$ cat src/rtl/burst_downsizer_pkg.sv
// burst_downsizer_pkg
// Shared types and constants for the burst downsizer.
//   in_state_t : input-side framing state (SYNC: hunting for SOF, LOAD: inside a frame)
//   TUSER_SOF / TUSER_EOL : bit positions of the markers in m_axis_tuser
//   params_ok() : parameter sanity check used at elaboration time
package burst_downsizer_pkg;

  typedef enum logic {SYNC, LOAD} in_state_t;

  localparam int TUSER_SOF = 0;
  localparam int TUSER_EOL = 1;

  function automatic bit params_ok(int in_pixels, int out_pixels, int in_rows, int in_cols);
    return (out_pixels > 0) && (in_pixels >= out_pixels) &&
           (in_pixels % out_pixels == 0) && (in_rows >= 2) && (in_cols >= 2) &&
           (in_cols % in_pixels == 0);
  endfunction

endpackage

$ cat src/rtl/burst_downsizer_slot.sv
// burst_slot_buffer
// Two-entry ping-pong register holding whole input bursts.
// Ports:
//   clk, reset      : clock, synchronous active-high reset
//   push, wr_data   : write one burst into the free slot
//   pop             : release the slot currently being read
//   flush           : drop everything; a push in the same cycle becomes the only entry
//   rd_data         : contents of the slot being read
//   occupancy       : number of filled slots, 0..2
module burst_slot_buffer #(
  parameter int WIDTH = 100
) (
  input  logic             clk,
  input  logic             reset,
  input  logic             push,
  input  logic             pop,
  input  logic             flush,
  input  logic [WIDTH-1:0] wr_data,
  output logic [WIDTH-1:0] rd_data,
  output logic [1:0]       occupancy
);

  logic [WIDTH-1:0] slot [2];
  logic             wr_ptr;
  logic             rd_ptr;

  always_ff @(posedge clk) begin
    if (reset) begin
      wr_ptr    <= 1'b0;
      rd_ptr    <= 1'b0;
      occupancy <= 2'd0;
    end else if (flush) begin
      // The burst arriving with the flush lands in slot 0 and is read next.
      rd_ptr    <= 1'b0;
      wr_ptr    <= push;
      occupancy <= {1'b0, push};
    end else begin
      if (push) wr_ptr <= ~wr_ptr;
      if (pop)  rd_ptr <= ~rd_ptr;
      if (push && !pop)      occupancy <= occupancy + 2'd1;
      else if (pop && !push) occupancy <= occupancy - 2'd1;
    end
  end

  // Data storage needs no reset; occupancy qualifies it.
  always_ff @(posedge clk) begin
    if (push) begin
      if (flush) slot[0]      <= wr_data;
      else       slot[wr_ptr] <= wr_data;
    end
  end

  assign rd_data = slot[rd_ptr];

endmodule

$ cat src/rtl/burst_downsizer.sv
// burst_downsizer
// Splits IN_PIXELS-wide camera bursts into OUT_PIXELS-wide output beats at up to
// one beat per clock, tracks frame position and emits SOF/EOL/tlast markers.
// Ports:
//   clk, srst                    : clock, synchronous active-high reset
//   s_axis_*                     : wide input stream, tuser[0] = start of frame
//   m_axis_*                     : narrow output stream, tuser = {EOL, SOF}, tlast = end of frame
//   cnt_col, cnt_row             : position of the current output beat's pixel 0
//   frame_err                    : sticky, set by an SOF arriving inside a frame
// Build option:
//   BURST_DOWNSIZER_RESYNC_EN    : a mid-frame SOF flushes buffered data and restarts
//                                  the frame; otherwise the SOF bit is ignored.
module burst_downsizer
  import burst_downsizer_pkg::*;
#(
  parameter int PIXEL_BIT_WIDTH = 10,
  parameter int IN_PIXELS       = 10,
  parameter int OUT_PIXELS      = 1,
  parameter int USER_WIDTH      = 2,
  parameter int IN_ROWS         = 20,
  parameter int IN_COLS         = 20
) (
  input  logic                                  clk,
  input  logic                                  srst,
  input  logic                                  s_axis_tvalid,
  output logic                                  s_axis_tready,
  input  logic [PIXEL_BIT_WIDTH*IN_PIXELS-1:0]  s_axis_tdata,
  input  logic [USER_WIDTH-1:0]                 s_axis_tuser,
  output logic                                  m_axis_tvalid,
  input  logic                                  m_axis_tready,
  output logic [PIXEL_BIT_WIDTH*OUT_PIXELS-1:0] m_axis_tdata,
  output logic [1:0]                            m_axis_tuser,
  output logic                                  m_axis_tlast,
  output logic [$clog2(IN_COLS)-1:0]            cnt_col,
  output logic [$clog2(IN_ROWS)-1:0]            cnt_row,
  output logic                                  frame_err
);

  localparam int RATIO       = IN_PIXELS / OUT_PIXELS;
  localparam int FRAME_BEATS = IN_ROWS * IN_COLS / IN_PIXELS;
  localparam int IN_W        = PIXEL_BIT_WIDTH * IN_PIXELS;
  localparam int OUT_W       = PIXEL_BIT_WIDTH * OUT_PIXELS;
  localparam int SUB_W       = (RATIO > 1) ? $clog2(RATIO) : 1;
  localparam int BEAT_W      = $clog2(FRAME_BEATS + 1);
  localparam int COL_W       = $clog2(IN_COLS);
  localparam int ROW_W       = $clog2(IN_ROWS);

  localparam logic [SUB_W-1:0]  SUB_LAST   = SUB_W'(RATIO - 1);
  localparam logic [BEAT_W-1:0] FRAME_LAST = BEAT_W'(FRAME_BEATS);
  localparam logic [COL_W-1:0]  COL_STEP   = COL_W'(OUT_PIXELS);
  localparam logic [COL_W-1:0]  COL_LAST   = COL_W'(IN_COLS - OUT_PIXELS);
  localparam logic [ROW_W-1:0]  ROW_LAST   = ROW_W'(IN_ROWS - 1);

  if (!params_ok(IN_PIXELS, OUT_PIXELS, IN_ROWS, IN_COLS)) begin : g_param_check
    $error("burst_downsizer: illegal IN_PIXELS/OUT_PIXELS/IN_ROWS/IN_COLS combination");
  end

  in_state_t         state_q, state_d;
  logic [BEAT_W-1:0] beat_cnt_q, beat_cnt_d;
  logic              in_hs, sof_in, mid_sof;
  logic              push, pop, flush, err_set;
  logic [1:0]        occupancy;
  logic [IN_W-1:0]   rd_data;

  logic [SUB_W-1:0]  sub_q;
  logic [COL_W-1:0]  col_q;
  logic [ROW_W-1:0]  row_q;
  logic              err_q;
  logic              out_hs, sof_mark, eol_mark, last_mark;

  // Only the SOF bit of the input user field carries meaning.
  logic unused_tuser;
  assign unused_tuser = ^s_axis_tuser;

  assign s_axis_tready = (occupancy != 2'd2);
  assign in_hs         = s_axis_tvalid && s_axis_tready;
  assign sof_in        = s_axis_tuser[TUSER_SOF];
  assign mid_sof       = sof_in && (beat_cnt_q != '0);

  always_ff @(posedge clk) begin
    if (srst) begin
      state_q    <= SYNC;
      beat_cnt_q <= '0;
    end else begin
      state_q    <= state_d;
      beat_cnt_q <= beat_cnt_d;
    end
  end

  always_comb begin
    state_d    = state_q;
    beat_cnt_d = beat_cnt_q;
    push       = 1'b0;
    flush      = 1'b0;
    err_set    = 1'b0;
    case (state_q)
      SYNC: begin
        if (in_hs && sof_in) begin
          push       = 1'b1;
          beat_cnt_d = BEAT_W'(1);
          state_d    = LOAD;
        end
      end
      LOAD: begin
        if (in_hs) begin
          push       = 1'b1;
          err_set    = mid_sof;
          beat_cnt_d = beat_cnt_q + BEAT_W'(1);
`ifdef BURST_DOWNSIZER_RESYNC_EN
          if (mid_sof) begin
            flush      = 1'b1;
            beat_cnt_d = BEAT_W'(1);
          end
`endif
          if (beat_cnt_d == FRAME_LAST) begin
            state_d    = SYNC;
            beat_cnt_d = '0;
          end
        end
      end
      default: state_d = SYNC;
    endcase
  end

  burst_slot_buffer #(.WIDTH(IN_W)) u_slots (
    .clk       (clk),
    .reset     (srst),
    .push      (push),
    .pop       (pop),
    .flush     (flush),
    .wr_data   (s_axis_tdata),
    .rd_data   (rd_data),
    .occupancy (occupancy)
  );

  assign m_axis_tvalid = (occupancy != 2'd0);
  assign out_hs        = m_axis_tvalid && m_axis_tready;
  assign pop           = out_hs && (sub_q == SUB_LAST);
  assign m_axis_tdata  = rd_data[sub_q*OUT_W +: OUT_W];

  assign sof_mark  = (col_q == '0) && (row_q == '0);
  assign eol_mark  = (col_q == COL_LAST);
  assign last_mark = eol_mark && (row_q == ROW_LAST);

  // Markers are qualified with valid so an idle output presents all-zero sideband.
  always_comb begin
    m_axis_tuser            = '0;
    m_axis_tuser[TUSER_SOF] = m_axis_tvalid && sof_mark;
    m_axis_tuser[TUSER_EOL] = m_axis_tvalid && eol_mark;
  end
  assign m_axis_tlast = m_axis_tvalid && last_mark;

  always_ff @(posedge clk) begin
    if (srst) begin
      sub_q <= '0;
      col_q <= '0;
      row_q <= '0;
      err_q <= 1'b0;
    end else begin
      if (err_set) err_q <= 1'b1;
      if (flush) begin
        sub_q <= '0;
        col_q <= '0;
        row_q <= '0;
      end else if (out_hs) begin
        sub_q <= (sub_q == SUB_LAST) ? '0 : sub_q + SUB_W'(1);
        if (last_mark) begin
          col_q <= '0;
          row_q <= '0;
        end else if (eol_mark) begin
          col_q <= '0;
          row_q <= row_q + ROW_W'(1);
        end else begin
          col_q <= col_q + COL_STEP;
        end
      end
    end
  end

  assign cnt_col   = col_q;
  assign cnt_row   = row_q;
  assign frame_err = err_q;

endmodule

$ cat config.mk
export PLATFORM = sky130hd
export DESIGN_NAME = burst_downsizer
export DESIGN_NICKNAME = d
export VERILOG_FILES = /design/src/rtl/burst_downsizer_pkg.sv /design/src/rtl/burst_downsizer_slot.sv /design/src/rtl/burst_downsizer.sv
export SDC_FILE = /design/constraint.sdc
export NUM_CORES = 1
export LEC_CHECK = 0
export CORE_UTILIZATION = 51
export CTS_BUF_LIST = sky130_fd_sc_hd__clkbuf_8
export CTS_CLUSTER_SIZE = 20
export DETAILED_ROUTE_END_ITERATION = 6
export HOLD_SLACK_MARGIN = 0.15
export PLACE_DENSITY_LB_ADDON = 0.08
export SYNTH_ARGS = -nofsm -noshare
export SYNTH_HDL_FRONTEND = slang
export SYNTH_SLANG_ARGS = --single-unit
$ cat constraint.sdc
create_clock -name clk -period 5.97 [get_ports clk]
set_clock_uncertainty 0.05 [all_clocks]
set_input_delay 0.8955 -clock clk [delete_from_list [all_inputs] [get_ports clk]]
set_output_delay 0.8955 -clock clk [all_outputs]
set_load 0.05 [all_outputs]
==> reports/metrics.yaml <==
outcome:
  status: "completed"
timing:
  worstMarginPinSlew_ns: 1.12
  slew_viol_final: 0
  setup_viol: 0
  min_period_over_period: 0.787
  hold_violations: 0
  maxSlewHeadroom: 0.253
  setup_tns_ns: 0
  rsz0062_at_grt: "no"
  max_freq_mhz: 213
  fin_crit_ns: 4.70
critical_path:
  start_kind: "flip-flop"
  crit_required_ns: 5.02
  end_kind: "primary output"
  critPathMaxFanout: 22
  crit_type: "flip-flop to primary output"
  crit_arrival_ns: 3.75
clocking:
  cts_buffers: 38
  hold_buffers: 0
  clock_path_buffers: 3
  cts.sinks: 227
  cts-resized-gates: 0
  clk_latency_ns: 0.51
  cts_root_buf: "clkbuf_8"
  cts_tree: "yes"
  cts_setup_buffers: 0
  path_clk_slew_ns: 0.06
  h-tree-depth: 2
floorplan:
  dieHeight_um: 136
  core-area_um2: 17500
  std_cell_rows: 48
  die_x_um: 136
  start_util: 0.527
  die-area_um2: 18600
  ios: 132
yosys:
  synth.cell_area_um2: 9210
  ys_warn_count: 0
  syn_inst: 580
  ys_ff_latch: 227
  yosysUniqueCellTypes: 54
  async_reset_ff_frac: 0
  ys.flop_type: "edfxtp_1"
  synth-seq-area-share: 0.710
  synth.avg_cell_area_um2: 15.9
  synth_edf_count: 200
  syn-num-nets: 693
grt:
  grt_usage: 0.211
  overflow: 0
  grt_max_degree: 81
  grt_pass1_wl_mm: 29.2
  grt_pass1_vias: 5550
  antenna_found_initial: 0
layout:
  layout.nets: 837
  stdcell_area_um2: 11300
  antenna_cells: 0
  fin_cells: 972
  area_delta_synth_final_pct: 22.9
  drive_gt1_frac: 0.0977
hold_path:
  hold_path_class: "flip-flop to flip-flop"
routing:
  routed_wl_mm: 19.1
  drc_errors: 0
  vias: 5416
  routedWlPerCell_um: 19.6
  ant_nets: 0
  drt_iter0_markers: 310
  via_per_inst: 5.57
  dr.pass1.iters: 5
power_and_ir_drop:
  p_leak_nw: 3.62
  power.density_nw_per_um2: 303
  p_total_mw: 3.43
  peakVddDrop_v: 0.000200
placed_design:
  dpl_cell_area_um2: 10700
  io_buffers: 130
  placedCellCount: 909
  globalplace.congestion: 0.822
  place_hpwl_mm: 12.4
job:
  max-cap-violations: 0
==> cells in the final DEF (no fill, tap or decap), types with 7 or more instances in the layout <==
master / count
nor2b_1: 12
edfxtp_1: 200
dfxtp_1: 26
inv_1: 24
xor2_1: 8
nand2_1: 12
clkdlybuf4s50_1: 130
nor3_1: 23
nor2_1: 28
mux2i_1: 77
o31ai_1: 8
a21oi_1: 12
o22ai_1: 22
o22a_1: 9
mux4_2: 9
o21ai_0: 17
clkbuf_8: 41
ha_1: 7
==> kinds of logic (layout without fill, tap and decap cells) <==
family                   after synthesis  count (layout)  synth area share
buffers and inverters                 41             208            0.0248
adder cells (fa/ha/maj)                7               7           0.00951
AO/OA/AOI/OAI                         86              86            0.0633
flip-flops                           227             227             0.710
AND/OR/NAND/NOR                      116             116            0.0684
multiplexers                          92              92             0.113
XOR/XNOR                              11              11            0.0105
==> final cells by class <==
class                           instances  area, um2
Sequential cell                       227       6550
Clock inverter                         22       91.3
Inverter                               11       41.3
Clock buffer                           41        564
Multi-Input combinational cell        312       2450
Tap cell                              225        282
Timing Repair Buffer                  134       1340
Fill cell                            1294       6160
==> cells in the mapped netlist (all sizes together), types with 7 or more instances <==
cell	count	area [um2]
a21oi	12	60.1
buf	17	139
clkbuf	13	48.8
dfxtp	27	541
edfxtp	200	6010
ha	7	87.6
inv	11	41.3
mux2i	77	771
mux4	9	203
nand2	12	45.0
nor2	29	109
nor2b	12	75.1
nor3	24	125
o21ai	17	85.1
o22a	9	78.8
o22ai	22	138
o31ai	9	72.6
xor2	8	70.1
==> registers in the layout (all words and copies together), names as in the netlist, named ones only <==
register	cells
u_slots.slot	200
cnt_row	5
frame_err	1
u_slots.rd_ptr	1
sub_q	4
u_slots.wr_ptr	1
cnt_col	5
u_slots.occupancy	2
beat_cnt_q	6
state_q	1
==> routing by layer <==
| layer | global-route usage | vias up | part of all wire | wire length, um |
|---|---|---|---|---|
| met2 | 0.348 | 168 | 0.50 | 9520 |
| met1 | 0.279 | 2664 | 0.42 | 8080 |
| li1 | - | 2550 | - | - |
| met4 | 0.0846 | 0 | 0.024 | 463 |
| met3 | 0.0362 | 34 | 0.052 | 985 |
| met5 | 0 | - | 0 | 0 |
==> metrics by stage <==
| stage | hold slack (ns) | worst slack, ns | utilization |
|---|---|---|---|
| 2_1_floorplan | 0.422 | 0.0768 | - |
| 3_3_place_gp | 0.402 | 1.74 | 0.610 |
| 3_5_place_dp | 0.413 | 1.81 | 0.610 |
| 4_1_cts | 0.426 | 1.22 | 0.648 |
| 5_1_grt | 0.460 | 1.01 | 0.648 |
| 6_report | 0.418 | 1.27 | 0.648 |
==> worst paths after layout <==
kind / startpoint / to / slack, ns / depth (start not counted)
worst min register to register: frame_err$_SDFFE_PP0P_ / frame_err$_SDFFE_PP0P_ / 0.42 / 2
worst max-delay path: sub_q[1]$_SDFFE_PP0P_ / m_axis_tdata[2] / 1.27 / 5
worst min-delay path: frame_err$_SDFFE_PP0P_ / frame_err$_SDFFE_PP0P_ / 0.42 / 2
worst max register to register: u_slots.occupancy[0]$_SDFFE_PP0P_ / u_slots.slot[1][30]$_DFFE_PP_ / 3.01 / 5
==> report_power, final <==
part / switching [mW] / internal [mW] / leakage [nW] / total, mW
clock network: 0.573 / 0.627 / 0.386 / 1.20
registers: 0.0312 / 1.83 / 2.06 / 1.86
logic: 0.217 / 0.152 / 1.17 / 0.369
total: 0.821 / 2.61 / 3.62 / 3.43
==> worst max-delay path, stage by stage (launching register included) <==
cell and delay (ns):
dfxtp_1 0.83, nand2_1 0.70, o22ai_1 0.31, nor3_1 0.09, o31ai_1 0.41, clkdlybuf4s50_1 0.88
(Power assumes the default switching activity.)
